[src/rtl/katana_pkg.sv]
// Shared constants and state encoding
// for the katana centroid tracker.
package katana_pkg;

  localparam int H_ACTIVE_C = 1024;
  localparam int V_ACTIVE_C = 768;
  localparam int SUM_W      = 30;
  localparam int CNT_W      = 20;
  localparam int HW         = 11;
  localparam int VW         = 10;

  localparam logic [HW-1:0] X_RST =
    HW'(H_ACTIVE_C / 2);
  localparam logic [VW-1:0] Y_RST =
    VW'(V_ACTIVE_C / 2);

  typedef enum logic [1:0] {
    IDLE,
    DIV_X,
    DIV_Y,
    UPDATE
  } tracker_state_t;

endpackage

[src/rtl/serial_divider.sv]
// Restoring divider, one quotient bit
// per cycle; first bit in the start cycle.
module serial_divider #(
  parameter int N_W = 30,
  parameter int D_W = 20,
  parameter int Q_W = 11
) (
  input  logic           clk_i,
  input  logic           rst_ni,
  input  logic           start_i,
  input  logic [N_W-1:0] dividend_i,
  input  logic [D_W-1:0] divisor_i,
  output logic           done_o,
  output logic [Q_W-1:0] quotient_o
);

  localparam int CW = $clog2(N_W + 1);

  logic [D_W-1:0] rem_q;
  logic [D_W-1:0] rem_d;
  logic [D_W-1:0] rem_src;
  logic [D_W-1:0] dvs_q;
  logic [D_W-1:0] dvs_src;
  logic [D_W-1:0] dif;
  logic [N_W-1:0] dvd_q;
  logic [N_W-1:0] dvd_d;
  logic [N_W-1:0] dvd_src;
  logic [D_W:0]   shf;
  logic           ge;
  logic [CW-1:0]  cnt_q;
  logic           run_q;
  logic           done_q;

  // One restoring step on either the fresh
  // operands (start) or the running state.
  always_comb begin
    rem_src = start_i ? '0 : rem_q;
    dvd_src = start_i ? dividend_i : dvd_q;
    dvs_src = start_i ? divisor_i : dvs_q;
    shf     = {rem_src, dvd_src[N_W-1]};
    ge      = shf >= {1'b0, dvs_src};
    dif     = shf[D_W-1:0] - dvs_src;
    rem_d   = ge ? dif : shf[D_W-1:0];
    dvd_d   = {dvd_src[N_W-2:0], ge};
  end

  // Iteration counter, shift registers and
  // the done pulse after the last step.
  always_ff @(posedge clk_i) begin
    if (!rst_ni) begin
      rem_q  <= '0;
      dvd_q  <= '0;
      dvs_q  <= '0;
      cnt_q  <= '0;
      run_q  <= 1'b0;
      done_q <= 1'b0;
    end else if (start_i) begin
      rem_q  <= rem_d;
      dvd_q  <= dvd_d;
      dvs_q  <= divisor_i;
      cnt_q  <= CW'(N_W - 1);
      run_q  <= 1'b1;
      done_q <= 1'b0;
    end else if (run_q) begin
      rem_q <= rem_d;
      dvd_q <= dvd_d;
      cnt_q <= cnt_q - CW'(1);
      if (cnt_q == CW'(1)) begin
        run_q  <= 1'b0;
        done_q <= 1'b1;
      end
    end else begin
      done_q <= 1'b0;
    end
  end

  assign done_o     = done_q;
  assign quotient_o = dvd_q[Q_W-1:0];

endmodule

[src/rtl/katana_tracker.sv]
// Detection-mask centroid: accumulate per
// frame, divide at frame end, pulse result.
module katana_tracker
  import katana_pkg::*;
#(
  parameter int MIN_PIXELS = 64,
  parameter int H_ACTIVE   = H_ACTIVE_C,
  parameter int V_ACTIVE   = V_ACTIVE_C
) (
  input  logic          clk_in,
  input  logic          rst_in,
  input  logic [HW-1:0] hcount_in,
  input  logic [VW-1:0] vcount_in,
  input  logic          mask_in,
  output logic [HW-1:0] katana_x,
  output logic [VW-1:0] katana_y,
  output logic          katana_found_out,
  output logic          katana_valid_out,
  output logic          busy_out,
  output logic          overrun_out
);

  tracker_state_t state_q;
  tracker_state_t state_d;

  logic             pix_hit;
  logic             frame_done;
  logic             found_now;

  logic [SUM_W-1:0] acc_x_q;
  logic [SUM_W-1:0] acc_x_d;
  logic [SUM_W-1:0] acc_y_q;
  logic [SUM_W-1:0] acc_y_d;
  logic [CNT_W-1:0] acc_n_q;
  logic [CNT_W-1:0] acc_n_d;

  logic [SUM_W-1:0] lat_y_q;
  logic [CNT_W-1:0] lat_n_q;
  logic             lat_found_q;

  logic             div_start;
  logic [SUM_W-1:0] div_dvd;
  logic [CNT_W-1:0] div_dvs;
  logic             div_done;
  logic [HW-1:0]    div_quot;
  logic             cap_x;
  logic [HW-1:0]    qx_q;

  logic [HW-1:0]    x_q;
  logic [VW-1:0]    y_q;
  logic             found_q;
  logic             valid_q;
  logic             busy_q;
  logic             ovr_q;

  assign pix_hit = mask_in
    && (hcount_in < HW'(H_ACTIVE))
    && (vcount_in < VW'(V_ACTIVE));

  assign frame_done =
    (hcount_in == HW'(H_ACTIVE))
    && (vcount_in == VW'(V_ACTIVE));

  assign found_now =
    acc_n_q >= CNT_W'(MIN_PIXELS);

  // Accumulate counted pixels; frame end
  // clears, dropping that cycle's pixel.
  always_comb begin
    acc_x_d = acc_x_q;
    acc_y_d = acc_y_q;
    acc_n_d = acc_n_q;
    if (frame_done) begin
      acc_x_d = '0;
      acc_y_d = '0;
      acc_n_d = '0;
    end else if (pix_hit) begin
      acc_x_d = acc_x_q + SUM_W'(hcount_in);
      acc_y_d = acc_y_q + SUM_W'(vcount_in);
      acc_n_d = acc_n_q + CNT_W'(1);
    end
  end

  // Accumulator registers.
  always_ff @(posedge clk_in) begin
    if (!rst_in) begin
      acc_x_q <= '0;
      acc_y_q <= '0;
      acc_n_q <= '0;
    end else begin
      acc_x_q <= acc_x_d;
      acc_y_q <= acc_y_d;
      acc_n_q <= acc_n_d;
    end
  end

  // Latch the finished frame only when idle;
  // the X division takes its sum directly.
  always_ff @(posedge clk_in) begin
    if (!rst_in) begin
      lat_y_q     <= '0;
      lat_n_q     <= '0;
      lat_found_q <= 1'b0;
    end else if (frame_done
                 && state_q == IDLE) begin
      lat_y_q     <= acc_y_q;
      lat_n_q     <= acc_n_q;
      lat_found_q <= found_now;
    end
  end

  // State register.
  always_ff @(posedge clk_in) begin
    if (!rst_in) begin
      state_q <= IDLE;
    end else begin
      state_q <= state_d;
    end
  end

  // Next-state logic.
  always_comb begin
    state_d = state_q;
    unique case (state_q)
      IDLE: begin
        if (frame_done) begin
          state_d = found_now ? DIV_X
                              : UPDATE;
        end
      end
      DIV_X: begin
        if (div_done) state_d = DIV_Y;
      end
      DIV_Y: begin
        if (div_done) state_d = UPDATE;
      end
      UPDATE: state_d = IDLE;
      default: state_d = IDLE;
    endcase
  end

  // Divider control: X starts on frame end,
  // Y starts as the X quotient is captured.
  always_comb begin
    div_start = 1'b0;
    div_dvd   = acc_x_q;
    div_dvs   = acc_n_q;
    cap_x     = 1'b0;
    unique case (state_q)
      IDLE: begin
        div_start = frame_done && found_now;
      end
      DIV_X: begin
        if (div_done) begin
          div_start = 1'b1;
          div_dvd   = lat_y_q;
          div_dvs   = lat_n_q;
          cap_x     = 1'b1;
        end
      end
      DIV_Y: ;
      UPDATE: ;
      default: ;
    endcase
  end

  serial_divider #(
    .N_W (SUM_W),
    .D_W (CNT_W),
    .Q_W (HW)
  ) u_div (
    .clk_i      (clk_in),
    .rst_ni     (rst_in),
    .start_i    (div_start),
    .dividend_i (div_dvd),
    .divisor_i  (div_dvs),
    .done_o     (div_done),
    .quotient_o (div_quot)
  );

  // Registered outputs, strobe and flags.
  always_ff @(posedge clk_in) begin
    if (!rst_in) begin
      qx_q    <= '0;
      x_q     <= X_RST;
      y_q     <= Y_RST;
      found_q <= 1'b0;
      valid_q <= 1'b0;
      busy_q  <= 1'b0;
      ovr_q   <= 1'b0;
    end else begin
      if (cap_x) qx_q <= div_quot;
      valid_q <= 1'b0;
      if (state_q == UPDATE) begin
        valid_q <= 1'b1;
        found_q <= lat_found_q;
        if (lat_found_q) begin
          x_q <= qx_q;
          y_q <= div_quot[VW-1:0];
        end
      end
      busy_q <= state_d != IDLE;
      if (frame_done && state_q != IDLE) begin
        ovr_q <= 1'b1;
      end
    end
  end

  assign katana_x         = x_q;
  assign katana_y         = y_q;
  assign katana_found_out = found_q;
  assign katana_valid_out = valid_q;
  assign busy_out         = busy_q;
  assign overrun_out      = ovr_q;

endmodule
[config.mk]
export PLATFORM = sky130hd
export DESIGN_NAME = katana_tracker
export DESIGN_NICKNAME = d
export VERILOG_FILES = /design/src/rtl/katana_pkg.sv /design/src/rtl/serial_divider.sv /design/src/rtl/katana_tracker.sv
export SDC_FILE = /design/constraint.sdc
export NUM_CORES = 1
export LEC_CHECK = 0
export CORE_ASPECT_RATIO = 1.2
export CORE_UTILIZATION = 30
export CTS_CLUSTER_SIZE = 14
export DETAILED_ROUTE_END_ITERATION = 7
export GPL_TIMING_DRIVEN = 0
export PLACE_DENSITY = 0.57
export SYNTH_ARGS = -nofsm -noshare
export SYNTH_HDL_FRONTEND = slang
export SYNTH_SLANG_ARGS = --single-unit
export TNS_END_PERCENT = 50
[constraint.sdc]
create_clock -name clk_in -period 11.85 [get_ports clk_in]
set_input_delay 2.37 -clock clk_in [delete_from_list [all_inputs] [get_ports clk_in]]
set_output_delay 2.37 -clock clk_in [all_outputs]
set_load 0.005 [all_outputs]
==> results_dict.tcl <==
set metrics [dict create \
    outcome "finished clean" \
    ys_seq_area_share_pct 39.4 \
    grt_overflow 0 \
    fin_area_um2 14600 \
    synth_edf_count 0 \
    p_leak_nw 5.36 \
    crit_buf_inv 4 \
    yosys_warnings 0 \
    clkTransAtPathRegs_ns 0.07 \
    p_per_area_nw_per_um2 122 \
    crit_cells 18 \
    rsz0062_at_grt "no" \
    netlist_top_cells_area "dfxtp_1, nand2_1, a21boi_0" \
    period_needed_ns 7.44 \
    end_kind "flop" \
    synthMostInstantiatedCell "nand2_1" \
    syn_inst 1569 \
    worstReg2RegStart "acc_n_q[6]" \
    skew_ns 0.0230 \
    wl_per_cell_um 17.2 \
    cp_slowest_stage_delay_ns 0.66 \
    place.gp.congestion 0.862 \
    initial_utilization_pct 30.5 \
    synth-seq-cells 246 \
    finalNetCount 1718 \
    via_per_inst 5.09 \
    setup_tns_ns 0 \
    cts_sinks 246 \
    hpwl_um 28200 \
    reg2regPathDepth 18 \
    ys_top_cells_by_count "nand2_1, dfxtp_1, a21boi_0" \
    min_path_cells 2 \
    antenna_found_initial 0 \
    syn_area_per_cell_um2 7.96 \
    finalHoldViolCount 0 \
    cts_root_buf "clkbuf_16" \
    r2r-end "u_div.rem_q[17]" \
    vias 11220 \
    slew-limit-headroom_pct 38.1 \
    maxCapViolations 0 \
    grt_pass1_vias 10767 \
    numCtsBuffers 27 \
    postCtsHoldBufs 0 \
    placed_area_um2 13700 \
    hp-class "reg2reg" \
    drtPass1Iterations 6 \
    synth_top_area_share_pct 39.4 \
    dieArea_um2 42500 \
    portBuffers 48 \
    die_h_um 226 \
    synth_nets 1641 \
    cts_resized 0 \
    synth_top_area_cell "dfxtp_1" \
    clk_latency_ns 0.55 \
    drive_above_1_share_pct 3.55 \
    drcViolationCount 0 \
    num_antenna_cells 0 \
    post_cts_buffers 0 \
    drt_wl_total_um 37800 \
    reg2reg_slack_ns 6.03 \
    n_fill_cell 4351 \
    core-area_um2 40900 \
    synthArstFlopShare_pct 0 \
    peakVddDrop_uv 92.0 \
    cts.path.max_buffers 3 \
    io_pins 49 \
    grt_usage_pct 17.7 \
    tightest_slew_ns 0.924 \
    worstSetupPathType "in2reg" \
    syn_to_final_growth_pct 16.4 \
    cts_max_level 1 \
    synth_area_um2 12500 \
    worstPathCellList "clkdlybuf4s50_1, or4_1, or3_1, or3b_1, buf_2, nor2_1, a21oi_1, o21ai_0, inv_1, ha_1, nor2b_1, o31a_1, o311ai_0, a21boi_0, nor3_2, buf_4, a31oi_1, o32ai_1" \
    drt_iter0_markers 713 \
    antenna_left 0 \
    die_w_um 188 \
    grt_max_degree 14 \
    grt_first_pass_wirelength_um 59400 \
    fmax_mhz 134 \
    setup_viol 0 \
    yosysUniqueCellTypes 62 \
    start_kind "input pin" \
    cp.arrival_ns 7.89 \
    fin_crit_sh_pct 62.8 \
    drv_slew 0 \
    slowest_stage "or4_1" \
    cts_tree "yes" \
    ys.flop_type "dfxtp_1" \
    worstPathMaxFanout 10 \
    std_cell_rows 81 \
    hold_path_end "u_div.rem_q[4]" \
    hold_start "u_div.rem_q[4]" \
    cp_top_family "simple AND/OR/NAND/NOR gates" \
    critPathRequiredTime_ns 12.30 \
]
==> through the flow <==
step                instances  utilization (%)  total power, mW  hold slack, ns  worst slack [ns]
floorplan                1569                -            0.911           0.423              5.33
global placement         2156             33.3            0.945           0.432              3.85
detailed placement       2156             33.3            0.946           0.436              3.90
CTS                      2203             35.5             1.80           0.445              4.46
global route             2203             35.5             1.84           0.457              4.06
finish                   2203             35.5             1.78           0.446              4.41
==> worst max path at each step <==
| stage | startpoint | to | slack [ns] |
|---|---|---|---|
| floorplan | vcount_in[0] | u_div.rem_q[9] | 5.33 |
| global placement | vcount_in[3] | u_div.rem_q[17] | 3.85 |
| detailed placement | vcount_in[0] | u_div.rem_q[17] | 3.90 |
| CTS | vcount_in[0] | u_div.rem_q[17] | 4.46 |
| global route | vcount_in[3] | u_div.rem_q[15] | 4.06 |
| finish | vcount_in[0] | u_div.rem_q[17] | 4.41 |
==> logic make-up (layout without fill, tap and decap cells) <==
group                      count (synthesis)  in the layout  synth area share, %
and+or+nand+nor                          737            737                 27.7
AOI/OAI and AO/OA                        316            316                 16.6
DFF                                      246            246                 39.4
buffers and inverters                    119            214                 3.68
xor gates and xnor gates                  63             63                 4.42
adders and majority gates                 48             48                 4.99
muxes                                     40             40                 3.21
==> worst min-delay path: cells and delay by family (launching register included) <==
family	cells	cell delay [ns]
and+or+nand+nor	1	0.05
DFF	1	0.31
AOI/OAI and AO/OA	1	0.05
==> where the power goes <==
| part | switching [mW] | leakage, nW | total, mW | internal, mW |
|---|---|---|---|---|
| logic | 0.0562 | 2.93 | 0.0914 | 0.0352 |
| registers | 0.00461 | 1.98 | 0.836 | 0.832 |
| clock network | 0.346 | 0.447 | 0.852 | 0.506 |
==> placed cells by master (no fill, tap or decap), types with 35 or more instances in the layout <==
cell and instances:
o21ai_0 49, mux2i_1 39, nand3_1 72, nand2_1 362, nor2_1 82, clkbuf_1 89, dfxtp_1 246, clkdlybuf4s50_1 48
nor2b_1 36, and3_1 62, a21oi_1 76, a21boi_0 86, ha_1 45, xnor2_1 35
==> area by class of cell <==
type	count	area (µm²)	area share (%)
Multi-Input combinational cell	1204	7110	48.9
Sequential cell	246	4920	33.8
Clock buffer	42	842	5.79
Tap cell	539	674	4.63
Timing Repair Buffer	48	480	3.30
Buffer	93	363	2.49
Inverter	26	97.6	0.671
Clock inverter	5	57.6	0.396
==> state kept, by name (all words and copies together) (netlist names), 10 cells and up <==
name and cells:
acc_y_q 30, qx_q 11, katana_y 10, acc_n_q 20
u_div.rem_q 20, u_div.dvd_q 30, lat_y_q 30, u_div.dvs_q 20
lat_n_q 20, acc_x_q 30, katana_x 11
==> per-layer routing <==
| layer | vias up | global-route usage [%] | part of all wire, % |
|---|---|---|---|
| met5 | - | 0 | 0 |
| met4 | 0 | 9.63 | 5.4 |
| met3 | 78 | 2.10 | 4.3 |
| met2 | 261 | 30.8 | 48 |
| met1 | 5264 | 21.2 | 42 |
| li1 | 5617 | - | - |
No activity file was read; power rests on OpenSTA's default activity.
